`src/rtl/clkdiv_pkg.sv`:
```
// clkdiv_pkg: shared types and constants for the clock divider controller.
package clkdiv_pkg;

  // Controller states: idle, clocking, and finishing the current period.
  typedef enum logic [1:0] {
    IDLE     = 2'd0,
    RUN      = 2'd1,
    STOPPING = 2'd2
  } state_e;

  // Smallest usable divide ratio; ratios 0 and 1 are promoted to this.
  localparam int DIV_MIN       = 2;
  localparam int DEFAULT_WIDTH = 8;
  localparam int DEFAULT_DIV   = 100;

endpackage

```
`src/rtl/clkdiv_core.sv`:
```
// clkdiv_core: period counter plus registered clkout/tick generation.
// The run and ratio inputs are the values that will be in force during the
// next clkin cycle. That lets clkout_q and tick_q line up with the count
// held in cnt_q, so tick is high exactly on the last cycle of each period.
module clkdiv_core
  import clkdiv_pkg::*;
#(
  parameter int WIDTH = DEFAULT_WIDTH
) (
  input  logic             clkin,
  input  logic             clrn,
  input  logic             run,
  input  logic [WIDTH-1:0] ratio,
  output logic             clkout,
  output logic             tick
);

  logic [WIDTH-1:0] n_eff;
  logic [WIDTH-1:0] half_n;
  logic [WIDTH-1:0] last_cnt;
  logic [WIDTH-1:0] cnt_q, cnt_d;
  logic             run_q, run_d;
  logic             clkout_q, clkout_d;
  logic             tick_q, tick_d;

  // Next count: restart at 0 on the first running cycle and after each wrap.
  always_comb begin
    n_eff    = (ratio < WIDTH'(DIV_MIN)) ? WIDTH'(DIV_MIN) : ratio;
    half_n   = n_eff >> 1;
    last_cnt = n_eff - WIDTH'(1);
    run_d    = run;
    cnt_d    = '0;
    if (run && run_q && !tick_q) begin
      cnt_d = cnt_q + WIDTH'(1);
    end
    clkout_d = run && (cnt_d < half_n);
    tick_d   = run && (cnt_d == last_cnt);
  end

  // Counter and output flops; reset clears everything, even mid-period.
  always_ff @(posedge clkin or negedge clrn) begin
    if (!clrn) begin
      cnt_q    <= '0;
      run_q    <= 1'b0;
      clkout_q <= 1'b0;
      tick_q   <= 1'b0;
    end else begin
      cnt_q    <= cnt_d;
      run_q    <= run_d;
      clkout_q <= clkout_d;
      tick_q   <= tick_d;
    end
  end

  assign clkout = clkout_q;
  assign tick   = tick_q;

endmodule

```
`src/rtl/clkdiv_ctrl.sv`:
```
// clkdiv_ctrl: start/stop controlled clock divider with a double-buffered
// divide ratio. A new ratio is held pending and becomes active in IDLE on
// the next cycle, or while running only at a period wrap. div_ack is a
// registered pulse on the first cycle the new ratio is in force.
// Optional feature macro CLKDIV_BURST_EN: when defined, a run ends by itself
// after burst_len periods (burst_len = 0 means run until stop).
module clkdiv_ctrl
  import clkdiv_pkg::*;
#(
  parameter int WIDTH       = DEFAULT_WIDTH,
  parameter int DIV_DEFAULT = DEFAULT_DIV
) (
  input  logic             clkin,
  input  logic             clrn,
  input  logic             start,
  input  logic             stop,
  input  logic [WIDTH-1:0] div_val,
  input  logic             div_load,
  output logic             div_ack,
  input  logic [WIDTH-1:0] burst_len,
  output logic             clkout,
  output logic             tick,
  output logic             busy,
  output logic             done
);

  state_e           state_q, state_d;
  logic [WIDTH-1:0] ratio_q, ratio_d;
  logic [WIDTH-1:0] pend_val_q, pend_val_d;
  logic             pend_q, pend_d;
  logic             busy_q, busy_d;
  logic             done_q, done_d;
  logic             ack_q, ack_d;
  logic             activate;
  logic             core_tick;

`ifdef CLKDIV_BURST_EN
  logic [WIDTH-1:0] burst_q, burst_d;
  logic [WIDTH-1:0] periods_q, periods_d;
`else
  logic             burst_len_unused;
  assign burst_len_unused = ^burst_len;
`endif

  // Next-state, ratio handover and registered output decode.
  always_comb begin
    state_d    = state_q;
    ratio_d    = ratio_q;
    pend_val_d = pend_val_q;
    pend_d     = pend_q;
`ifdef CLKDIV_BURST_EN
    burst_d    = burst_q;
    periods_d  = periods_q;
`endif
    activate = pend_q && ((state_q == IDLE) || core_tick);

    case (state_q)
      IDLE: begin
        if (start && !stop) begin
          state_d = RUN;
`ifdef CLKDIV_BURST_EN
          burst_d   = burst_len;
          periods_d = '0;
`endif
        end
      end
      RUN: begin
        if (core_tick) begin
          if (stop) begin
            state_d = IDLE;
          end
`ifdef CLKDIV_BURST_EN
          else if ((burst_q != '0) && ((periods_q + WIDTH'(1)) == burst_q)) begin
            state_d = IDLE;
          end else begin
            periods_d = periods_q + WIDTH'(1);
          end
`endif
        end else if (stop) begin
          state_d = STOPPING;
        end
      end
      STOPPING: begin
        if (core_tick) begin
          state_d = IDLE;
        end
      end
      default: state_d = IDLE;
    endcase

    // The old pending value is consumed first so a coinciding load stays pending.
    if (activate) begin
      ratio_d = pend_val_q;
      pend_d  = 1'b0;
    end
    if (div_load) begin
      pend_val_d = div_val;
      pend_d     = 1'b1;
    end

    busy_d = (state_d != IDLE);
    done_d = (state_q != IDLE) && (state_d == IDLE);
    ack_d  = activate;
  end

  // Controller state and registered status outputs.
  always_ff @(posedge clkin or negedge clrn) begin
    if (!clrn) begin
      state_q    <= IDLE;
      ratio_q    <= WIDTH'(DIV_DEFAULT);
      pend_val_q <= '0;
      pend_q     <= 1'b0;
      busy_q     <= 1'b0;
      done_q     <= 1'b0;
      ack_q      <= 1'b0;
`ifdef CLKDIV_BURST_EN
      burst_q    <= '0;
      periods_q  <= '0;
`endif
    end else begin
      state_q    <= state_d;
      ratio_q    <= ratio_d;
      pend_val_q <= pend_val_d;
      pend_q     <= pend_d;
      busy_q     <= busy_d;
      done_q     <= done_d;
      ack_q      <= ack_d;
`ifdef CLKDIV_BURST_EN
      burst_q    <= burst_d;
      periods_q  <= periods_d;
`endif
    end
  end

  clkdiv_core #(
    .WIDTH (WIDTH)
  ) u_core (
    .clkin  (clkin),
    .clrn   (clrn),
    .run    (busy_d),
    .ratio  (ratio_d),
    .clkout (clkout),
    .tick   (core_tick)
  );

  assign tick    = core_tick;
  assign busy    = busy_q;
  assign done    = done_q;
  assign div_ack = ack_q;

endmodule
```
`config.mk`:
```
export PLATFORM = sky130hd
export DESIGN_NAME = clkdiv_ctrl
export DESIGN_NICKNAME = d
export VERILOG_FILES = /design/src/rtl/clkdiv_pkg.sv /design/src/rtl/clkdiv_core.sv /design/src/rtl/clkdiv_ctrl.sv
export SDC_FILE = /design/constraint.sdc
export NUM_CORES = 1
export LEC_CHECK = 0
export ABC_AREA = 1
export BUFFER_PORTS_ARGS = -buffer_cell sky130_fd_sc_hd__buf_2
export CAP_MARGIN = 15
export CORE_MARGIN = 2
export CORE_UTILIZATION = 35
export CTS_CLUSTER_SIZE = 28
export DETAILED_ROUTE_END_ITERATION = 6
export HOLD_SLACK_MARGIN = 0.03
export SLEW_MARGIN = 20
export SYNTH_ARGS = -nofsm -noshare
export SYNTH_HDL_FRONTEND = slang
export SYNTH_SLANG_ARGS = --single-unit
```
`constraint.sdc`:
```
create_clock -name clkin -period 2.5 [get_ports clkin]
set_clock_uncertainty 0.2 [all_clocks]
set_input_delay 0.375 -clock clkin [delete_from_list [all_inputs] [get_ports clkin]]
set_output_delay 0.375 -clock clkin [all_outputs]
set_load 0.01 [all_outputs]
```
---- After elaboration in Yosys (flattened, before gate mapping) ----
Index checks and enable logic that the tools add are counted.
cells by class
  add/subtract/negate cells ............... 2
  magnitude comparators ................... 2
  eq/ne operators ......................... 3
  muxes and demuxes ....................... 11
  reduce and logical (&&, ||, !) cells .... 15
operator list
  kind                 number
  $mux 8               3
  $mux 2               5
  $add 8x1->8 const B  1
  $eq 8x8->1           1
  $lt 8x2->1 const B   1
  $lt 8x7->1           1
  $sub 8x1->8 const B  1
  $logic_and 1x1->1    7
  $pmux 2 s3           1
  $reduce_bool 2->1    3
  $logic_not 2->1      2
  $eq 2x1->1 const B   1
  $eq 2x2->1 const B   1
  $logic_not 1->1      2
  $mux 1               2
  $logic_or 1x1->1     1
storage, ports and cells
  flip-flop bits (word level) ............. 32
  bits of input ports ..................... 21
  output and inout port bits .............. 5
  logic and storage cells ................. 43

---- Longest topological paths before layout ----
Gate-level depths: netlist of the first run.
  depth in word-level cells ............... 10
  gate-level depth with buffers ........... 20
  mapped depth without buffers ............ 19

---- Hierarchy ----
From an unflattened synthesis of the first run, not the netlist that was laid out.
unflattened totals
  cells, all modules ...................... 263
  area total of the unflattened synthesis .. 1961.9 um2
modules (own cells, without submodules)
  module       times used  cells each  area an instance (um2)  seq. area each (um2)
  clkdiv_core  1           173         1113.6                  275.3
  clkdiv_ctrl  1           90          848.3                   554.3

---- Worst setup path after synthesis of the first run ----
OpenSTA, ideal clock, no wires.
  kind .................................... register -> register
  start ................................... register u_core.tick_q, in the netlist u_core.tick
  end ..................................... register u_core.tick_q, in the netlist u_core.tick
  setup time .............................. 114 ps
  arrival time ............................ 2153 ps
  required time ........................... 2186 ps
  path slack .............................. 33 ps
  cell stages (with the launch flop) ...... 18
  buffers on the path ..................... 1
  period minus slack after synthesis ...... 2467 ps
  cells stage by stage .................... dfrtp_1 -> inv_1 -> o21ai_4 -> nand2_4 -> buf_6 -> nand2_1 -> nand2_2 -> nand2_1 -> nor2_2 -> nand2_4 -> nand2_2 -> inv_1 -> ha_1 -> or2_2 -> nand4_1 -> nor2_1 -> nand3_1 -> nor2_1
on the way
  cells in the longest elaborated chain, start to end .. 8
  elaborated cells between the ends (all ways) .. 16
  classes of those cells .................. 1 x add/sub; 1 x order compare; 1 x eq/ne; 6 x mux; 7 x reduce/logical
RTL lines
  what                                             line                                   text
  from (decl)                                      clkdiv_core.sv:24                      logic tick_q, tick_d;
  from (signal assigned)                           clkdiv_core.sv:51                      tick_q <= tick_d;
  $logic_or 1x1->1 (tied with other cells)         clkdiv_ctrl.sv:55                      activate = pend_q && ((state_q == IDLE) || core_tick);
  $logic_and 1x1->1 or $pmux 2 s3 (tied branches)  clkdiv_ctrl.sv:55, clkdiv_ctrl.sv:57
  $mux 8 or $reduce_bool 2->1 (tied branches)      clkdiv_ctrl.sv:92, clkdiv_ctrl.sv:101
  $lt 8x2->1 or $logic_and 1x1->1 (tied branches)  clkdiv_core.sv:28, clkdiv_core.sv:33
  $mux 8 or $logic_and 1x1->1 (tied branches)      clkdiv_core.sv:28, clkdiv_core.sv:33
  $sub 8x1->8 or $mux 8 (tied branches)            clkdiv_core.sv:30, clkdiv_core.sv:33
  $eq 8x8->1                                       clkdiv_core.sv:37                      tick_d = run && (cnt_d == last_cnt);
  $logic_and 1x1->1 *                              clkdiv_core.sv:37
  named net u_core.tick_d                          clkdiv_core.sv:24
Mark *: on every way through the listed nets, which the timed path passes. The rest lies on a longest branch.
A chain may end at the register's enable or synchronous reset.

---- Worst setup path in the final report of the first run ----
  start ................................... register state_q[0]
  end ..................................... register u_core.tick_q, in the netlist u_core.tick
on the way
  cells in the longest elaborated chain, start to end .. 9
  elaborated cells between the ends (all ways) .. 21
  classes of those cells .................. 1 x add/sub; 1 x order compare; 3 x eq/ne; 9 x mux; 7 x reduce/logical
RTL lines
  what                                             line                                   text
  from (decl)                                      clkdiv_ctrl.sv:27                      state_e state_q, state_d;
  from (signal assigned)                           clkdiv_ctrl.sv:121                     state_q <= state_d;
  $logic_not 2->1 (tied with other cells)          clkdiv_ctrl.sv:55, clkdiv_ctrl.sv:57
  $logic_or 1x1->1 or $mux 2 (tied branches)       clkdiv_ctrl.sv:55, clkdiv_ctrl.sv:68
  $logic_and 1x1->1 or $pmux 2 s3 (tied branches)  clkdiv_ctrl.sv:55, clkdiv_ctrl.sv:57
  $mux 8 or $reduce_bool 2->1 (tied branches)      clkdiv_ctrl.sv:92, clkdiv_ctrl.sv:101
  $lt 8x2->1 or $logic_and 1x1->1 (tied branches)  clkdiv_core.sv:28, clkdiv_core.sv:33
  $mux 8 or $logic_and 1x1->1 (tied branches)      clkdiv_core.sv:28, clkdiv_core.sv:33
  $sub 8x1->8 or $mux 8 (tied branches)            clkdiv_core.sv:30, clkdiv_core.sv:33
  $eq 8x8->1                                       clkdiv_core.sv:37
  $logic_and 1x1->1 *                              clkdiv_core.sv:37
  named net u_core.tick_d                          clkdiv_core.sv:24
Marked as above.

==> summary.md, run 1 <==
| Metric | Value |
|---|---|
| Clock slew at reported path FFs | around 70 ps |
| Final hold violation count | 0 |
| Via density | 4.375 |
| Synth cell types | 32 |
| Drt wl/cell | 10.93 µm |
| Initial Utilization | 36.79% |
| CTS tree | built |
| Critical path capture point | u_core.tick |
| Syn-to-layout area delta | 27.22% |
| Worst Setup End Kind | flip-flop |
| Final setup viols | 0 |
| Final ANT Viol Nets | 0 |
| # diodes | 0 |
| LEAKAGE | 1.303 nW |
| Fin crit share | 98.74% |
| Core area | between 5000 and 6000 µm² |
| Dpl ws | -108.1 ps |
| Worst Setup SP | state_q[0] |
| I/O pin count | 26 |
| Flops & latches, synth | 32 |
| Status | finished clean |
| Top cell type's share of synthesized area | 38.13% |
| DRC violations left | 0 |
| Number of flops mapped to enable cells by yosys | 0 |
| Switching Fraction | 41.99% |
| Logic pwr share | approximately 57% |
| Clock Sink Count | 32 |
| Yosys warning count | 0 |
| Flop pwr share | 26.5% |
| Critical path arrival | 2480 ps |
| Minimum clock period | 2469 ps |
| Cells after Synth | 232 |
| Inst Count DP | 335 |
| Crit Reg-Reg Startpoint | state_q[0] |
| Post-synthesis sequential area ratio | 42.27% |
| Multi-input logic area | 974.7 µm² |
| Finished Layout Cells | 347 |
| DR iter-0 viols | 49 |
| Final worst slack | around 31 ps |
| H-tree depth | 2 |
| Yosys top cell by area | dfrtp_1 |
| Max_cap viols | 0 |
| Most area-consuming cells after synthesis | dfrtp_1 (38%), inv_1 (10%), nand2_1 (9.3%) |
| Post-Synth XOR/XNOR Area | under 10% |
| Post-synth top flop | dfrtp_1 |
| Async SR Flop Fraction | 100.0% |
| Peak supply drop | between 0.0004 and 0.0005 V |
| R2R depth | 17 |
| Syn_nets | 261 |
| GRT overflow | 0 |
| Layout Utilization | 46.81% |
| Worst-Margin Slew | about 730 ps |
| DRT Wirelength | about 3.8 mm |
| Relative slew slack | 51.40% |
| Via count | 1518 |
| Worst Path Required | 2510 ps |
| Mux contribution to synthesized area | 0% |
| Pins Over Slew Limit | 0 |
| First-pass GRT wire length | 6.762 mm |
| TritonCTS buffer count | 5 |
| F_max | 405.1 MHz |
| Die extent in y | approximately 78 µm |
| Hold Path Class | in -> reg |
| Layout Nets | just over 300 |
| Main combinational cell family by area after synthesis | simple AND/OR/NAND/NOR gates |
| RSZ-0062 raised after global routing | true |
| Synth Area in Compound Gates | 8.218% |
| Placer Congestion | slightly below 0.8 |
| Synthesized area | 1903 µm² |
| Clock power frac | approximately 17% |
| DP Wirelength | 2.813 mm |
| Vias in the first global route | 1450 |
| Internal power | 1.678 mW |
| Total track usage | between 10% and 20% |
| Clk_lat worst skew | 290 ps |
| Post-synthesis simple-gate area fraction | between 20% and 30% |
| P_sw | between 1 and 1.5 mW |
| Initial antenna violation count | 0 |
| Worst-path fanout max | 5 |
| Row count | 26 |
| Avg Inst Size Synth | 8.203 µm² |
| Flop2flop setup slack | 30 ps |
| Clock Root Buffer | clkbuf_8 |
| Post-Synth Adder-Cell Area | ~5.3% |
| Die ar. | between 6000 and 7000 µm² |
| P per Cell Area | 1195 nW/µm² |
| Reg2Reg Capture Point | u_core.tick |
| Overall Power | 2.892 mW |
| FF+latch area | between 800 and 900 µm² |
| Worst-case clock buffer depth | 2 |
| Fraction of layout cells with a size suffix above 1 | 33.94% |
| Number of iterations in the first detailed-routing pass | 4 |
| Critical Path Source Type | flip-flop |
| I/O Buffers | 17 |
| Die Width | a little under 80 µm |
| Largest net degree at the start of global routing | 33 |
| Type of the worst setup path | reg -> reg |
| Fillers | between 400 and 500 |
-- per-layer routing --
| layer | vias to the layer above | GRT usage (%) | wire length (µm) |
|---|---|---|---|
| met4 | 0 | 6.429 | 78 |
| met1 | 695 | 19.10 | 1789 |
| met3 | 5 | 3.837 | 127 |
| li1 | 796 | - | - |
| met2 | 22 | 22.59 | 1798 |
| met5 | - | 0 | 0 |
-- how the worst min path moves through the flow --
stage	slack, ps	from	to	cells past startpoint
finish	90	div_val[3]	pend_val_q[3]	3
global route	90	div_val[7]	pend_val_q[7]	3
CTS	90	div_val[7]	pend_val_q[7]	3
detailed placement	280	clrn	pend_val_q[1]	1
global placement	280	clrn	pend_val_q[0]	1
floorplan	-120	clrn	div_ack	0
-- flip-flops by register name (all words and copies together), names as in the netlist --
| register | cells |
|---|---|
| u_core.clkout | 1 |
| u_core.tick | 1 |
| done | 1 |
| pend_val_q | 8 |
| u_core.run_q | 1 |
| pend_q | 1 |
| div_ack | 1 |
| u_core.cnt_q | 8 |
| state_q | 2 |
| ratio_q | 8 |
-- cells by family after synthesis --
kind of cell,after synthesis
xor gates and xnor gates,8
DFF,32
adders and majority gates,8
AOI/OAI and AO/OA,24
and+or+nand+nor,104
buffers and inverters,56
-- through the flow --
| step | TNS, ps | hold WS (ps) | cell area [µm²] |
|---|---|---|---|
| global route | -132.6 | 92.08 | 2421 |
| detailed placement | -108.1 | 283.6 | 2200 |
| global placement | -48.18 | 277.3 | 2200 |
| CTS | -18.37 | 85.33 | 2381 |
| finish | 0 | 94.91 | 2421 |
| floorplan | 0 | -120.6 | 1903 |
-- synth_stat cells (2+ instances only) --
cell,instances
dfstp_2,3
a21oi_1,7
nand2_2,8
or2_2,2
nand2_4,5
ha_1,8
nor3_1,3
nor2_1,8
nor3_4,2
dfrtp_1,29
nand3_1,18
o21ai_4,2
inv_1,52
o21ai_0,10
xor2_1,7
nor2_2,4
nand2_1,47
nor2_4,3
-- layout make-up --
cell class              count  area share [%]
clock inverters             2           1.447
flip-flops and latches     32           33.33
repair buffers             38           10.13
inverters                  53           8.217
well taps                  70           3.618
multi-input cells         146           40.26
clock buffers               6           2.997
-- cells in the final DEF, fill, tap and decap left out, types with 7 or more instances in the layout --
master	n
nand2_2	10
nor2_1	7
buf_2	17
ha_1	7
nand2_1	45
o21ai_0	10
buf_4	20
nand3_1	14
xor2_1	7
dfrtp_1	27
inv_1	49
-- worst max-delay path, cell delays in order (launching register included) --
cell and delay (ps):
dfrtp_2 450, o21ai_4 280, nand3_2 110, nand2_2 110, nand2_2 80, nor2_4 130, nand2_4 70, nand2_2 70
inv_2 40, ha_4 160, inv_1 50, nand2_1 50, nand2_1 70, xor2_1 140, nand4_1 110, nor2_1 110
nand3_1 90, nor2_1 90
-- what timing repair did --
item	in CTS	in global routing
pin swaps	5	2
gates resized for setup	11	10
endpoints found under the setup margin	1	2
gates cloned	2	0
setup buffers	0	1
hold endpoints to repair	29	0
hold buffers	1	0
-- power groups by stage --
stage / Combinational (mW) / Clock, mW / Sequential (mW)
floorplan: 1.04 / 0 / 0.748
global placement: 1.48 / 0 / 0.747
detailed placement: 1.51 / 0 / 0.754
CTS: 1.58 / 0.502 / 0.765
global route: 1.84 / 0.534 / 0.779
finish: 1.64 / 0.487 / 0.767
(Power assumes the default switching activity.)
==> run 2: changes to the inputs <==
--- a/config.mk
+++ b/config.mk
@@ -16,4 +16,5 @@
 export SLEW_MARGIN = 20
 export SYNTH_ARGS = -nofsm -noshare
 export SYNTH_HDL_FRONTEND = slang
+export SYNTH_HIERARCHICAL = 1
 export SYNTH_SLANG_ARGS = --single-unit
==> summary.md, run 2 <==
| Metric | Value |
|---|---|
| Max_cap viols | 0 |
| Via density | around 4.7 |
| I/O pin count | 26 |
| Critical Path Source Type | flip-flop |
| Post-synthesis sequential area ratio | 42.28% |
| Die ar. | 6220 µm² |
| F_max | 387.4 MHz |
| Placer Congestion | slightly above 0.8 |
| Hold_sp | div_val[5] |
| R2R depth | 20 |
| Number of iterations in the first detailed-routing pass | 4 |
| DR iter-0 viols | 104 |
| GRT overflow | 0 |
| Worst-Margin Slew | between 700 and 800 ps |
| Hold Path Depth | 3 |
| Clock Sink Count | 33 |
| Dpl ws | -128.0 ps |
| Via count | 1826 |
| Peak supply drop | 0.0005234 V |
| P per Cell Area | 1396 nW/µm² |
| Syn_nets | around 290 |
| Most area-consuming cells after synthesis | dfrtp_1 (38%), nand2_1 (19%), nand3_1 (6.6%) |
| DRT Wirelength | 4.511 mm |
| Row count | 27 |
| Layout Nets | 348 |
| Met3 Use GR | 2.386% |
| Total track usage | 15.67% |
| Reg2Reg Capture Point | u_core/tick |
| Final hold violation count | 0 |
| Status | finished, violations left |
| Fillers | 574 |
| Type of the worst setup path | reg -> reg |
| Worst-path fanout max | 5 |
| Number of flops mapped to enable cells by yosys | 0 |
| Core area | roughly 5500 µm² |
| Top-count cell post-synth | nand2_1 |
| Final setup viols | 1 |
| Most frequent cell on the critical path | nand2_4 |
| WP buf/inv | 3 |
| Largest net degree at the start of global routing | 34 |
| Async SR Flop Fraction | 100.0% |
| Top flop regs | pend_val_q (8), ratio_q (8), u_core/cnt_q (8) |
| Post-synth top flop | dfrtp_1 |
| Inst Count DP | between 300 and 400 |
| Final worst slack | -81.62 ps |
| Commonest cells after routing, fill and taps aside | nand2_1 (83), inv_1 (31), buf_4 (30) |
| Synth cell types | 28 |
| Top cell type's share of synthesized area | 38.27% |
| Worst-case clock buffer depth | 2 |
| Initial Utilization | 35.85% |
| Crit Reg-Reg Startpoint | state_q[1] |
| Finished Layout Cells | 392 |
| Violated checks | setup timing |
| Vias in the first global route | 1785 |
| Avg Inst Size Synth | ~7.5 µm² |
| GR Util met2 | a little over a quarter |
| Minimum clock period | approximately 2600 ps |
| Critical path arrival | around 2600 ps |
| Clk_lat worst skew | between 200 and 300 ps |
| CTS tree | built |
| Clock slew at reported path FFs | 70 ps |
| Worst Path Required | 2510 ps |
| Commonest non-fill, non-tap cell in the layout | nand2_1 |
| RSZ-0062 raised after global routing | true |
| Grt met1 use | between 15 and 20% |
| Delay-heaviest family, CP | simple AND/OR/NAND/NOR gates |
| Hold EP | pend_val_q[5] |
| Fraction of layout cells with a size suffix above 1 | 38.13% |
| Crit-path slowest cell | dfrtp_1 |
| # diodes | 0 |
| Flop2flop setup slack | -80 ps |
| Initial antenna violation count | 0 |
| Yosys warning count | 6 |
| Pins Over Slew Limit | 0 |
| LEAKAGE | 1.427 nW |
| Syn-to-layout area delta | 35.33% |
| Crit path cell chain | o21bai_4 -> nand2_4 -> nand2_2 -> nand2_4 -> nor2_4 -> nand2_4 -> inv_4 -> nand2_4 -> nand2_4 -> ha_4 -> inv_4 -> nand2_2 -> nand2_2 -> inv_1 -> nand2_1 -> nand2_1 -> nand3_2 -> nor3_2 -> nand3_1 -> nor2_2 |
| Die Width | between 70 and 80 µm |
| TritonCTS buffer count | 5 |
| Fin crit share | 103.3% |
| Cells after Synth | 263 |
| Synthesized area | 1962 µm² |
| Relative slew slack | 50.02% |
| GR peak layer | met2 |
| Final ANT Viol Nets | 0 |
| Drt wl/cell | 11.51 µm |
| I/O Buffers | 17 |
| DRC violations left | 0 |
| Critical Path Max Stage Delay | 410 ps |
| Yosys top cell by area | dfrtp_1 |
| DP Wirelength | 3.234 mm |
| Flops & latches, synth | 33 |
| Die extent in y | 78.87 µm |
| Overall Power | 3.705 mW |
| H-tree depth | 2 |
| First-pass GRT wire length | 7.665 mm |
| Commonest cells post-synth | nand2_1 (101), inv_1 (32), dfrtp_1 (30) |
| Clock Root Buffer | clkbuf_8 |
| Hold Path Class | in -> reg |
| Worst Setup End Kind | flip-flop |
run 2: changes by cell type in the layout (fill, tap and decap cells not counted), moves of 7 or more:
cell     delta
nand2_1    +38
inv_1      -18
buf_4      +10
nand2_2    +10
nand3_1    +10
o21ai_0     -8
nor2_2      +7
run 2: worst reg2reg max path, delay by kind of cell (launching register included):
family,cells,cell delay (ps)
compound gates,1,280
fa+ha+maj,1,170
buf+inv,3,170
flops,1,410
simple gates,15,1270
run 2: power by group:
part           total (mW)  internal (mW)  switching (mW)
clock network       0.527          0.324           0.203
registers           0.784          0.694          0.0905
logic                2.39           1.03            1.36
total                3.71           2.05            1.66
run 2: metal layers:
layer / up-vias / wire length, µm
met5: - / 0
met4: 0 / 64
met3: 4 / 115
met2: 25 / 2274
met1: 866 / 2056
li1: 931 / -
run 2: what timing repair did:
action,4_1_cts,5_1_grt
resized for setup,6,33
endpoints found under the hold margin,30,0
pin swaps,7,19
hold buffers,1,0
setup buffers,1,2
endpoints found under the setup margin,1,2
gates cloned,1,1
run 2: area by class of cell:
cell class / count / area [µm²] / area share [%]
Tap cell: 72 / 90.09 / 3.393
Timing Repair Buffer: 49 / 340.3 / 12.82
Multi-Input combinational cell: 192 / 1126 / 42.41
Clock inverter: 2 / 37.54 / 1.414
Clock buffer: 6 / 82.58 / 3.110
Sequential cell: 33 / 830.8 / 31.29
Inverter: 38 / 147.6 / 5.561
run 2: logic make-up (layout without fill, tap and decap cells):
| family | after synthesis | in the layout | share of synthesized area [%] |
|---|---|---|---|
| AOI/OAI and AO/OA | 10 | 10 | 3.890 |
| xor gates and xnor gates | 1 | 1 | 0.4465 |
| adders and majority gates | 8 | 8 | 5.102 |
| buffers and inverters | 40 | 95 | 7.909 |
| DFF | 33 | 33 | 42.28 |
| and+or+nand+nor | 171 | 173 | 40.37 |
run 2: worst max-delay path by stage:
| stage | start | endpoint | slack (ps) | depth (start not counted) |
|---|---|---|---|---|
| final | state_q[1] | u_core/tick | -80 | 20 |
| after global routing | state_q[1] | u_core/tick | -220 | 20 |
| after CTS | state_q[0] | u_core/tick | -70 | 20 |
| after detailed placement | state_q[1] | u_core/tick | -130 | 20 |
| after global placement | state_q[1] | u_core/tick | -100 | 19 |
| after floorplan | state_q[1] | u_core/tick | 0.3 | 20 |
run 2: per-stage QoR:
stage	area [µm²]	TNS, ps	hold slack [ps]	util, %
after floorplan	1963	0	-120.6	-
after global placement	2351	-96.85	259.7	42.96
after detailed placement	2351	-128.0	260.7	42.96
after CTS	2520	-74.72	75.97	46.04
after global routing	2655	-240.6	76.36	48.51
final	2655	-81.62	80.86	48.51
